### src/rtl/imem_loader_if.sv
// imem_loader_if
//   Groups the loader's byte-stream input, core fetch address and instruction-memory
//   port into one bundle.
//   rx_valid/rx_data  : one-cycle byte strobe from the UART receiver
//   core_pc           : core fetch address, forwarded to A when not loading
//   A/WE/WD           : instruction-memory address, write enable, write data
//   core_hold         : keeps the core in reset while a program is being loaded
//   load_done/err     : sticky completion / failure flags for the top level
//   Modports: slave = the loader, master = the surrounding system (or a bench).
interface imem_loader_if;
   logic        rx_valid;
   logic [7:0]  rx_data;
   logic [31:0] core_pc;
   logic [31:0] A;
   logic        WE;
   logic [31:0] WD;
   logic        core_hold;
   logic        load_done;
   logic        load_err;

   modport slave (
      input  rx_valid, rx_data, core_pc,
      output A, WE, WD, core_hold, load_done, load_err
   );

   modport master (
      output rx_valid, rx_data, core_pc,
      input  A, WE, WD, core_hold, load_done, load_err
   );
endinterface

### src/rtl/imem_loader.sv
// imem_loader
//   Serial program loader and address mux for the instruction memory. Accepts the frame
//   SYNC, N, N*4 data bytes (little-endian words), CHK (XOR of data bytes), writes each
//   assembled word through the memory's synchronous write port and holds the core in
//   reset while loading. Outside a load the memory address follows the core PC.
//   CLK   : system clock, rising edge
//   rst_n : synchronous active-low reset
//   bus   : imem_loader_if.slave (byte stream in, memory port and status out)
module imem_loader #(
   parameter int unsigned DEPTH   = 20,
   parameter int unsigned TIMEOUT = 1_000_000,
   parameter logic [7:0]  SYNC    = 8'hA5
) (
   input logic          CLK,
   input logic          rst_n,
   imem_loader_if.slave bus
);

   localparam int unsigned IdxW = $clog2(DEPTH + 1);
   localparam int unsigned GapW = (TIMEOUT > 2) ? $clog2(TIMEOUT) : 1;

   typedef enum logic [2:0] {StIdle, StCount, StData, StWrite, StCheck} state_e;

   state_e            state_q;
   logic              core_hold_q;
   logic              we_q;
   logic [31:0]       wd_q;
   logic              load_done_q;
   logic              load_err_q;
   logic [IdxW-1:0]   load_idx_q;
   logic [1:0]        byte_cnt_q;
   logic [7:0]        xor_acc_q;
   logic [31:0]       word_buf_q;
   logic [7:0]        n_q;
   logic [GapW-1:0]   gap_q;

   logic [31:0]       word_next;
   logic              timeout;
   logic              n_bad;

   // Word buffer with the incoming byte dropped into its lane.
   always_comb begin
      word_next = word_buf_q;
      word_next[8*byte_cnt_q +: 8] = bus.rx_data;
   end

   // A full TIMEOUT idle cycles inside a frame ends it.
   assign timeout = (state_q != StIdle) && !bus.rx_valid && (gap_q == GapW'(TIMEOUT - 1));
   assign n_bad   = (bus.rx_data == 8'd0) || (32'(bus.rx_data) > DEPTH);

   always_ff @(posedge CLK) begin
      if (!rst_n) begin
         state_q     <= StIdle;
         core_hold_q <= 1'b0;
         we_q        <= 1'b0;
         wd_q        <= '0;
         load_done_q <= 1'b0;
         load_err_q  <= 1'b0;
         load_idx_q  <= '0;
         byte_cnt_q  <= '0;
         xor_acc_q   <= '0;
         word_buf_q  <= '0;
         n_q         <= '0;
         gap_q       <= '0;
      end else begin
         we_q <= 1'b0;

         if (state_q != StIdle) begin
            if (bus.rx_valid) begin
               gap_q <= '0;
            end else begin
               gap_q <= gap_q + GapW'(1);
            end
         end

         case (state_q)
            StIdle: begin
               if (bus.rx_valid && bus.rx_data == SYNC) begin
                  state_q     <= StCount;
                  core_hold_q <= 1'b1;
                  load_done_q <= 1'b0;
                  load_err_q  <= 1'b0;
                  load_idx_q  <= '0;
                  byte_cnt_q  <= '0;
                  xor_acc_q   <= '0;
                  gap_q       <= '0;
               end
            end
            StCount: begin
               if (bus.rx_valid) begin
                  if (n_bad) begin
                     load_err_q <= 1'b1;
                     state_q    <= StIdle;
                  end else begin
                     n_q     <= bus.rx_data;
                     state_q <= StData;
                  end
               end
            end
            StData: begin
               if (bus.rx_valid) begin
                  word_buf_q <= word_next;
                  xor_acc_q  <= xor_acc_q ^ bus.rx_data;
                  byte_cnt_q <= byte_cnt_q + 2'd1;
                  if (byte_cnt_q == 2'd3) begin
                     we_q    <= 1'b1;
                     wd_q    <= word_next;
                     state_q <= StWrite;
                  end
               end
            end
            StWrite: begin
               // Any byte arriving here is dropped; the UART cannot deliver one this soon.
               load_idx_q <= load_idx_q + IdxW'(1);
               byte_cnt_q <= '0;
               if (8'(load_idx_q) + 8'd1 == n_q) begin
                  state_q <= StCheck;
               end else begin
                  state_q <= StData;
               end
            end
            StCheck: begin
               if (bus.rx_valid) begin
                  state_q <= StIdle;
                  if (bus.rx_data == xor_acc_q) begin
                     load_done_q <= 1'b1;
                     core_hold_q <= 1'b0;
                  end else begin
                     load_err_q <= 1'b1;
                  end
               end
            end
            default: state_q <= StIdle;
         endcase

         // core_hold stays high: memory may already be partially overwritten.
         if (timeout) begin
            load_err_q <= 1'b1;
            state_q    <= StIdle;
         end
      end
   end

   assign bus.A         = core_hold_q ? {{(30 - IdxW){1'b0}}, load_idx_q, 2'b00} : bus.core_pc;
   assign bus.WE        = we_q;
   assign bus.WD        = wd_q;
   assign bus.core_hold = core_hold_q;
   assign bus.load_done = load_done_q;
   assign bus.load_err  = load_err_q;

endmodule

### src/flat_wrapper.sv
// flat-port wrapper written by rule: the top's interface ports become plain ports
module imem_loader_flat 
#(
   parameter int unsigned DEPTH   = 20,
   parameter int unsigned TIMEOUT = 1_000_000,
   parameter logic [7:0]  SYNC    = 8'hA5
)
  (CLK, rst_n, bus_rx_valid, bus_rx_data, bus_core_pc, bus_A, bus_WE, bus_WD, bus_core_hold, bus_load_done, bus_load_err);
  imem_loader_if bus_i ();
  input logic CLK;
  input logic rst_n;
  input wire logic [$bits(bus_i.rx_valid)-1:0] bus_rx_valid;
  input wire logic [$bits(bus_i.rx_data)-1:0] bus_rx_data;
  input wire logic [$bits(bus_i.core_pc)-1:0] bus_core_pc;
  output wire logic [$bits(bus_i.A)-1:0] bus_A;
  output wire logic [$bits(bus_i.WE)-1:0] bus_WE;
  output wire logic [$bits(bus_i.WD)-1:0] bus_WD;
  output wire logic [$bits(bus_i.core_hold)-1:0] bus_core_hold;
  output wire logic [$bits(bus_i.load_done)-1:0] bus_load_done;
  output wire logic [$bits(bus_i.load_err)-1:0] bus_load_err;
  assign bus_i.rx_valid = bus_rx_valid;
  assign bus_i.rx_data = bus_rx_data;
  assign bus_i.core_pc = bus_core_pc;
  assign bus_A = bus_i.A;
  assign bus_WE = bus_i.WE;
  assign bus_WD = bus_i.WD;
  assign bus_core_hold = bus_i.core_hold;
  assign bus_load_done = bus_i.load_done;
  assign bus_load_err = bus_i.load_err;
  imem_loader #(.DEPTH(DEPTH), .TIMEOUT(TIMEOUT), .SYNC(SYNC)) u_core (.CLK(CLK), .rst_n(rst_n), .bus(bus_i));
endmodule
### config.mk
export PLATFORM = sky130hd
export DESIGN_NAME = imem_loader_flat
export DESIGN_NICKNAME = d
export VERILOG_FILES = /design/src/rtl/imem_loader_if.sv /design/src/rtl/imem_loader.sv /design/src/flat_wrapper.sv
export SDC_FILE = /design/constraint.sdc
export NUM_CORES = 1
export LEC_CHECK = 0
export BUFFER_PORTS_ARGS = -buffer_cell sky130_fd_sc_hd__buf_2
export CORE_AREA = 4 4 105 107
export DETAILED_ROUTE_END_ITERATION = 7
export DIE_AREA = 0 0 109 111
export PLACE_DENSITY_LB_ADDON = 0.08
export SLEW_MARGIN = 20
export SYNTH_ARGS = -nofsm -noshare
export SYNTH_HDL_FRONTEND = slang
export SYNTH_SLANG_ARGS = --single-unit
### constraint.sdc
create_clock -name CLK -period 4.64 [get_ports CLK]
set_clock_uncertainty 0.15 [all_clocks]
set_input_delay 0.464 -clock CLK [delete_from_list [all_inputs] [get_ports CLK]]
set_output_delay 0.464 -clock CLK [all_outputs]
set_load 0.05 [all_outputs]
==> out/results.tsv, run 1 <==
metric	value	unit
root_buffer	clkbuf_8	
syn-num-nets	707	
synthArstFlopShare	0	%
regArea	2280	sq um
path_buf_inv	1	
cts_buffers	17	
die_w	109	microns
place_hpwl	9040	microns
design.die.area	12100	sq um
grt_usage	24.2	%
grt_pass1_wl	23800	microns
dpl.cell_count	852	
crit_required	4910	ps
grt_max_degree	84	
drive_above_1_share	22.1	%
num_vias	5054	
seq_area_frac_synth	41.7	%
via_per_inst	5.72	
endpoint_kind	flop	
synth_cell_types	52	
p_per_area	372	nW/um^2
critPathMaxFanout	8	
routedWlPerCell	16.2	microns
final_cells	884	
final_util	65.5	%
tightestPinTransition	1010	ps
min_period	2690	ps
layout_commonest_cell	dfxtp_1	
cts_tree	done	
rows	37	
multi_input_area	2980	sq um
area_growth	21.2	%
cp_data_arrival_time	2960	ps
grt_antenna_before_repair	0	
io_pins	111	
antenna-diode-count	0	
relSlewSlack	32.4	%
cts_resized	0	
timing.fmax	372	MHz
cts.sinks	114	
hold_viol	0	
clk_path_buf_depth	2	
synth_edf_count	0	
synthFlopType	dfxtp_1	
timing.final.crit_share	58.0	%
crit_path_start_kind	flop	
drc	0	
clock_latency	530	ps
setup_tns	0	ps
synth.cell_area	5480	sq um
synth-seq-cells	114	
die_h	111	microns
rsz0062_at_grt	false	
power_leakage	0.00251	uW
clkTransAtPathRegs	60	ps
crit_chain	inv_1, ha_1, nand2_1, nor3_1, a21oi_1, a211oi_1	
yosys_warnings	0	
path_delay_family	simple AND/OR/NAND/NOR gates	
portBuffers	110	
nets	786	
vdd_drop_max	0.246	mV
place_congestion	0.840	
layout_common_cells	113 x dfxtp_1, 110 x buf_2, 88 x nor2_1	
slowest_delay	740	ps
total_power	2470	uW
hold_buffers	0	
dr.pass1.iters	6	
fillers	848	
dr.first_iter.drc_count	356	
synthCells	656	
drv_cap	0	
slowest_stage	nor3_1	
ant_nets	0	
syn_area_per_cell	8.35	sq um
status	finished, final reports clean	
setup_viol	0	
core-area	10100	sq um
path_class	reg2reg	
initial_utilization	54.0	%
grt_overflow	0	
drv_slew	0	
post-cts-setup-buffers	0	
finalWirelength	14300	microns
hold_class	in2reg	
htreeDepth	4	
whs	242	ps
first_global_vias	4855	
-- registers in the layout, summed over array words and instances (netlist names) --
name                  flops
u_core.bus.WD            32
u_core.bus.WE             1
u_core.bus.core_hold      1
u_core.bus.load_done      1
u_core.bus.load_err       1
u_core.byte_cnt_q         2
u_core.gap_q             20
u_core.load_idx_q         5
u_core.n_q                8
u_core.state_q            3
u_core.word_buf_q        32
u_core.xor_acc_q          8
-- cell usage after synthesis (all sizes together) (5+ instances only) --
master	instances	area share (%)
o21ai	23	2.1
clkbuf	38	2.6
dfxtp	114	42
and3	7	0.80
mux2	6	1.3
and2	5	0.57
ha	8	1.8
inv	7	0.48
a311oi	11	1.8
a21oi	54	4.9
nand2b	8	0.91
nand3	14	1.3
xnor2	10	1.6
nor4	5	0.57
a31oi	11	1.3
nor3	14	1.5
nor2b	61	7.0
mux2i	5	0.91
a211oi	68	9.3
buf	15	1.3
nand4	8	0.91
nand2	28	1.9
nor2	88	6.0
-- metal layers --
| metal | wire, microns | share of wire, % | global-route usage, % |
|---|---|---|---|
| met2 | 6960 | 49 | 39.5 |
| met5 | 0 | 0 | 0 |
| met4 | 162 | 1.1 | 8.00 |
| met1 | 6410 | 45 | 31.9 |
| met3 | 756 | 5.3 | 4.78 |
-- cell type report --
| cell class | count | share of cell area [%] |
|---|---|---|
| multi-input cells | 482 | 44.8 |
| clock inverters | 12 | 2.75 |
| clock buffers | 20 | 6.41 |
| well taps | 136 | 2.56 |
| inverters | 7 | 0.415 |
| flip-flops and latches | 114 | 34.4 |
| repair buffers | 113 | 8.63 |
-- worst reg2reg max path, cell delays in order (launching register included) --
cell	delay (ps)
dfxtp_1	490
inv_1	190
ha_1	440
nand2_1	70
nor3_1	740
a21oi_1	230
a211oi_1	270
-- logic make-up after synthesis --
kind of cell               Yosys count  share of synthesized area [%]
AOI/OAI and AO/OA                  196                           23.9
xor gates and xnor gates            12                           1.92
adders and majority gates            9                           2.01
buffers and inverters               60                           4.36
DFF                                114                           41.7
muxes                               11                           2.22
and+or+nand+nor                    254                           23.9
-- path summary, 6_finish.rpt --
| check | slack, ps | from | cells past startpoint | to |
|---|---|---|---|---|
| max | 1950 | u_core.byte_cnt_q[0] | 6 | u_core.word_buf_q[14] |
| min | 240 | bus_rx_data[6] | 3 | u_core.xor_acc_q[6] |
| max reg2reg | 1950 | u_core.byte_cnt_q[0] | 6 | u_core.word_buf_q[14] |
| min reg2reg | 310 | u_core.gap_q[19] | 1 | u_core.gap_q[19] |
-- power breakdown --
group          switching (uW)  total (uW)  internal (uW)
Clock                     467        1340            875
Combinational             106         144           38.5
Sequential              0.570         980            980
-- stage by stage --
stage,setup slack (ps),cell area (sq um)
floorplan,2390,5480
global placement,1910,6020
detailed placement,1930,6020
CTS,1810,6630
global route,1680,6640
finish,1950,6640
(Power assumes the default switching activity.)
==> run 2, diff against run 1 <==
--- a/config.mk
+++ b/config.mk
@@ -5,10 +5,11 @@
 export SDC_FILE = /design/constraint.sdc
 export NUM_CORES = 1
 export LEC_CHECK = 0
+export ABC_AREA = 1
 export BUFFER_PORTS_ARGS = -buffer_cell sky130_fd_sc_hd__buf_2
-export CORE_AREA = 4 4 105 107
+export CORE_AREA = 4 4 111 113
 export DETAILED_ROUTE_END_ITERATION = 7
-export DIE_AREA = 0 0 109 111
+export DIE_AREA = 0 0 115 117
 export PLACE_DENSITY_LB_ADDON = 0.08
 export SLEW_MARGIN = 20
 export SYNTH_ARGS = -nofsm -noshare
==> constraint.sdc (replaced) <==
create_clock -name CLK -period 2.45 [get_ports CLK]
set_clock_uncertainty 0.15 [all_clocks]
set_input_delay 0.245 -clock CLK [delete_from_list [all_inputs] [get_ports CLK]]
set_output_delay 0.245 -clock CLK [all_outputs]
set_load 0.05 [all_outputs]
==> out/results.tsv, run 2 <==
metric	value	unit	change
drc	0		unchanged
slowest_delay	420	ps	-320 ps
crit_required	2610	ps	-2300 ps
path_buf_inv	2		+1
die_w	115	microns	+5.5%
grt_antenna_before_repair	0		unchanged
layout_commonest_cell	nand2_1		
routedWlPerCell	14.1	microns	-13%
drv_slew	0		unchanged
yosysMostFrequentCell	nand2_1		
synthFlopType	dfxtp_1		
setup_viol	0		unchanged
place_hpwl	10100	microns	+12%
post-cts-setup-buffers	0		unchanged
place_congestion	0.880		+4.7%
final_cells	1048		+19%
cts_tree	done		
synth.cell_area	5600	sq um	+2.2%
cp_common_cell	inv_1		
fin_area	6840	sq um	+3.1%
cts.sinks	114		unchanged
cp_data_arrival_time	2360	ps	-600 ps
cts_buffers	17		unchanged
syn-num-nets	845		+20%
clkTransAtPathRegs	50	ps	about the same
synth-seq-cells	114		unchanged
nets	943		+20%
timing.fmax	454	MHz	+22%
grt_usage	22.2	%	-2.1 points
p_per_area	685	nW/um^2	+84%
clock_latency	410	ps	-120 ps
total_power	4680	uW	+90%
synth_cell_types	38		-27%
relSlewSlack	56.9	%	+24 points
grt_overflow	0		unchanged
core-area	11300	sq um	+12%
hold_class	in2reg		
clk_path_buf_depth	2		unchanged
num_vias	5515		+9.1%
grt_pass1_wl	23900	microns	+0.34%
design.die.area	13500	sq um	+11%
tightestPinTransition	647	ps	-363 ps
io_pins	111		unchanged
path_class	reg2reg		
via_per_inst	5.26		-8.0%
dpl.cell_count	1016		+19%
rsz0062_at_grt	false		
hold_viol	0		unchanged
setup_tns	0	ps	unchanged
area_growth	22.2	%	
first_global_vias	5074		+4.5%
critPathMaxFanout	8		unchanged
synth_area_leaders	dfxtp_1 41%, a21oi_1 8.3%, nand2_1 7.8%		
die_h	117	microns	+5.4%
drv_cap	0		unchanged
root_buffer	clkbuf_16		
synthCells	794		+21%
seq_area_frac_synth	40.8	%	-0.89 points
antenna-diode-count	0		unchanged
crit_chain	inv_1, ha_1, inv_1, nor3_4, a22oi_1, a211oi_1		
synth_top_cell_by_area	dfxtp_1		
slowest_stage	ha_1		
place_area	6220	sq um	+3.3%
synthArstFlopShare	0	%	unchanged
yosys_warnings	0		unchanged
drive_above_1_share	19.8	%	-2.3 points
timing.final.crit_share	89.8	%	+32 points
crit_path_start_kind	flop		
status	finished, final reports clean		
finalWirelength	14800	microns	+3.6%
initial_utilization	49.5	%	-4.6 points
path_delay_family	compound AO/OA/AOI/OAI gates		
synth_edf_count	0		unchanged
syn_area_per_cell	7.05	sq um	-16%
dr.pass1.iters	5		-1
layout_common_cells	117 x nand2_1, 114 x dfxtp_1, 110 x buf_2		
ant_nets	0		unchanged
whs	32.2	ps	-210 ps
endpoint_kind	flop		
rows	39		+5.4%
power_leakage	0.00305	uW	+22%
vdd_drop_max	0.421	mV	+71%
min_period	2200	ps	-491 ps
netlist.area_leader.share	40.8	%	-0.89 points
ys_top_cells_by_count	117 x nand2_1, 114 x dfxtp_1, 103 x inv_1		
portBuffers	110		unchanged
grt_max_degree	74		-12%
htreeDepth	4		unchanged
dr.first_iter.drc_count	290		-19%
-- run 2: cell types whose count changed after synthesis, moves of 24 or more --
cell,delta
o21ai_0,+52
nor2b_1,-61
a21oi_1,+39
nand2_1,+89
a211oi_1,-51
inv_1,+97
clkbuf_1,-24
-- run 2: layout make-up --
cell class / count / area [sq um]
clock buffer: 22 / 484
multi-input combinational: 527 / 2720
inverter: 114 / 428
fill: 1056 / 4480
tap: 143 / 179
clock inverter: 10 / 130
timing repair buffer: 118 / 623
sequential: 114 / 2280
-- run 2: layer usage --
layer	vias up	GRT usage, %	wire [microns]
li1	2812	-	-
met1	2544	27.2	6460
met2	142	37.7	7290
met3	17	6.38	885
met4	0	6.89	167
met5	-	0	0
-- run 2: kinds of logic after synthesis --
kind of cell               share of synthesized area, %
AOI/OAI and AO/OA                                  21.2
xor gates and xnor gates                           1.72
adders and majority gates                          1.79
buffers and inverters                              10.9
DFF                                                40.8
muxes                                             0.201
and+or+nand+nor                                    23.4
-- run 2: report_power, final --
| group | internal (uW) | switching (uW) | leakage (uW) |
|---|---|---|---|
| sequential | 1860 | 0.396 | 0.000918 |
| combinational | 72.6 | 211 | 0.00183 |
| clock | 1700 | 849 | 0.000302 |
| total | 3620 | 1060 | 0.00305 |
-- run 2: worst paths after layout --
kind	startpoint	endpoint	slack, ps	cells after the start
hold / removal	bus_rx_data[0]	u_core.n_q[0]	30	3
setup reg to reg	u_core.byte_cnt_q[1]	u_core.bus.WD[14]	250	6
hold reg to reg	u_core.n_q[7]	u_core.n_q[7]	290	2
setup / recovery	u_core.byte_cnt_q[1]	u_core.bus.WD[14]	250	6
-- run 2: worst min-delay path, delay by kind of cell --
family | cells | cell delay [ps]
AO/OA/AOI/OAI | 1 | 50
buffers and inverters | 2 | 240
-- run 2: repair_timing --
item,CTS,global route
hold buffers,0,0
resized for setup,0,1
endpoints found under the setup margin,0,8
-- run 2: metrics by stage --
step,util [%],setup slack (ps)
2_1_floorplan,-,278
3_3_place_gp,55.0,322
3_5_place_dp,55.0,168
4_1_cts,60.4,127
5_1_grt,60.5,102
6_report,60.5,249
==> run 3, diff against run 2 <==
--- a/config.mk
+++ b/config.mk
@@ -5,13 +5,12 @@
 export SDC_FILE = /design/constraint.sdc
 export NUM_CORES = 1
 export LEC_CHECK = 0
-export ABC_AREA = 1
 export BUFFER_PORTS_ARGS = -buffer_cell sky130_fd_sc_hd__buf_2
-export CORE_AREA = 4 4 111 113
+export CORE_AREA = 4 4 110 112
 export DETAILED_ROUTE_END_ITERATION = 7
-export DIE_AREA = 0 0 115 117
+export DIE_AREA = 0 0 114 116
 export PLACE_DENSITY_LB_ADDON = 0.08
-export SLEW_MARGIN = 20
+export SLEW_MARGIN = 10
 export SYNTH_ARGS = -nofsm -noshare
 export SYNTH_HDL_FRONTEND = slang
 export SYNTH_SLANG_ARGS = --single-unit
==> out/results.tsv, run 3 (synthesized netlist as in run 1, its figures left out) <==
metric	value	unit	change
status	finished, final reports clean		
power_leakage	0.00262	uW	-14%
cp_data_arrival_time	2360	ps	about the same
rsz0062_at_grt	false		
r2r_end	u_core.xor_acc_q[0]		
worstHoldStart	bus_rx_data[6]		
grt_antenna_before_repair	0		unchanged
layout_commonest_cell	dfxtp_1		
grt_max_degree	84		+14%
post-cts-setup-buffers	0		unchanged
final_cells	910		-13%
path_class	reg2reg		
area_growth	24.5	%	
htreeDepth	4		unchanged
reg2reg_from	u_core.state_q[1]		
place_congestion	0.857		-2.6%
cts_resized	0		unchanged
crit_required	2630	ps	+20 ps
initial_utilization	48.8	%	-0.64 points
grt_overflow	0		unchanged
dpl.cell_count	878		-14%
timing.final.crit_share	88.8	%	-1.1 points
clk_path_buf_depth	2		unchanged
dr.pass1.iters	4		-1
cts_buffers	17		unchanged
final_util	60.8	%	+0.35 points
startpoint	u_core.state_q[1]		
critPathMaxFanout	83		+75
crit_path_start_kind	flop		
drv_slew	0		unchanged
hold_viol	0		unchanged
tightestPinTransition	564	ps	-82.5 ps
setup_tns	0	ps	unchanged
ff2ff_path_depth	5		-1
die_h	116	microns	-0.85%
hold_class	in2reg		
grt_pass1_wl	23200	microns	-3.0%
grt_usage	21.6	%	-0.53 points
antenna-diode-count	0		unchanged
whs	121	ps	+88.4 ps
drv_cap	0		unchanged
min_period	2170	ps	-26.0 ps
slowest_delay	510	ps	+90 ps
relSlewSlack	62.1	%	+5.2 points
clock_latency	420	ps	about the same
routedWlPerCell	15.6	microns	+10%
portBuffers	110		unchanged
place_area	6190	sq um	-0.48%
rows	39		unchanged
path_buf_inv	2		unchanged
p_per_area	699	nW/um^2	+2.1%
layout_common_cells	114 x dfxtp_1, 110 x buf_2, 88 x nor2_1		
cts.sinks	114		unchanged
vdd_drop_max	0.595	mV	+41%
min_to	u_core.xor_acc_q[6]		
hold_buffers	0		unchanged
finalWirelength	14200	microns	-4.3%
fin_area	6820	sq um	-0.29%
fillers	1019		-3.5%
setup_viol	0		unchanged
slowest_stage	dfxtp_1		
place_hpwl	9560	microns	-5.8%
num_vias	5110		-7.3%
cts_tree	done		
drc	0		unchanged
die_w	114	microns	-0.87%
clkTransAtPathRegs	60	ps	about the same
rrSetupSlack	280	ps	+30 ps
via_per_inst	5.62		+6.7%
whs_path_depth	3		unchanged
crit_chain	inv_1, nor4_2, buf_12, a21bo_2, a211oi_1		
first_global_vias	4792		-5.6%
drive_above_1_share	23.6	%	+3.8 points
core-area	11200	sq um	-0.86%
path_delay_family	flip-flops		
nets	805		-15%
io_pins	111		unchanged
root_buffer	clkbuf_16		
ant_nets	0		unchanged
endpoint_kind	flop		
design.die.area	13200	sq um	-1.7%
dr.first_iter.drc_count	266		-8.3%
timing.fmax	460	MHz	+1.2%
==> run 3: cell types whose count changed in the layout (fill, tap and decap cells not counted), moves of 8 or more <==
cell	delta
a211oi_1	+51
a21oi_1	-39
a22oi_1	-21
a311oi_1	+11
a31oi_1	+9
buf_4	+13
inv_1	-98
nand2_1	-89
nand2b_1	+8
nand3_1	-13
nand4_1	-10
nor2b_1	+61
o21ai_0	-52
==> run 3: through the flow <==
step	setup slack, ps	total power, uW
floorplan	401	2090
global placement	152	2180
detailed placement	107	2180
CTS	271	4810
global route	97.8	4910
finish	276	4770
==> run 3: final cells by class <==
| class | instances | area, sq um | share of cell area [%] |
|---|---|---|---|
| repair buffers | 132 | 741 | 10.9 |
| flip-flops and latches | 114 | 2280 | 33.4 |
| well taps | 143 | 179 | 2.62 |
| clock buffers | 23 | 478 | 7.00 |
| clock inverters | 9 | 153 | 2.24 |
| multi-input cells | 482 | 2970 | 43.5 |
| inverters | 7 | 26.3 | 0.385 |
==> run 3: how the worst max path moves through the flow <==
stage | endpoint | slack [ps] | cells after the start
global placement | u_core.xor_acc_q[6] | 150 | 6
CTS | u_core.xor_acc_q[0] | 270 | 5
finish | u_core.xor_acc_q[0] | 280 | 5
floorplan | u_core.word_buf_q[18] | 400 | 6
global route | u_core.bus.WD[18] | 100 | 6
detailed placement | u_core.xor_acc_q[7] | 110 | 6
==> run 3: worst reg2reg max path, cell delays in order (launching register included) <==
cell	delay (ps)
dfxtp_1	510
inv_1	160
nor4_2	420
buf_12	340
a21bo_2	290
a211oi_1	220
==> run 3: where the power goes <==
group          internal, uW  switching (uW)  leakage (uW)
clock network          1780             850      0.000311
logic                  81.7             204       0.00139
registers              1860           0.690      0.000918
==> run 3: routing by layer <==
layer / global-route usage [%] / up-vias / share of wire, %
met3: 6.11 / 17 / 5.0
met1: 29.0 / 2407 / 46
met2: 33.5 / 113 / 48
met4: 7.68 / 0 / 1.2
met5: 0 / - / 0
li1: - / 2573 / -
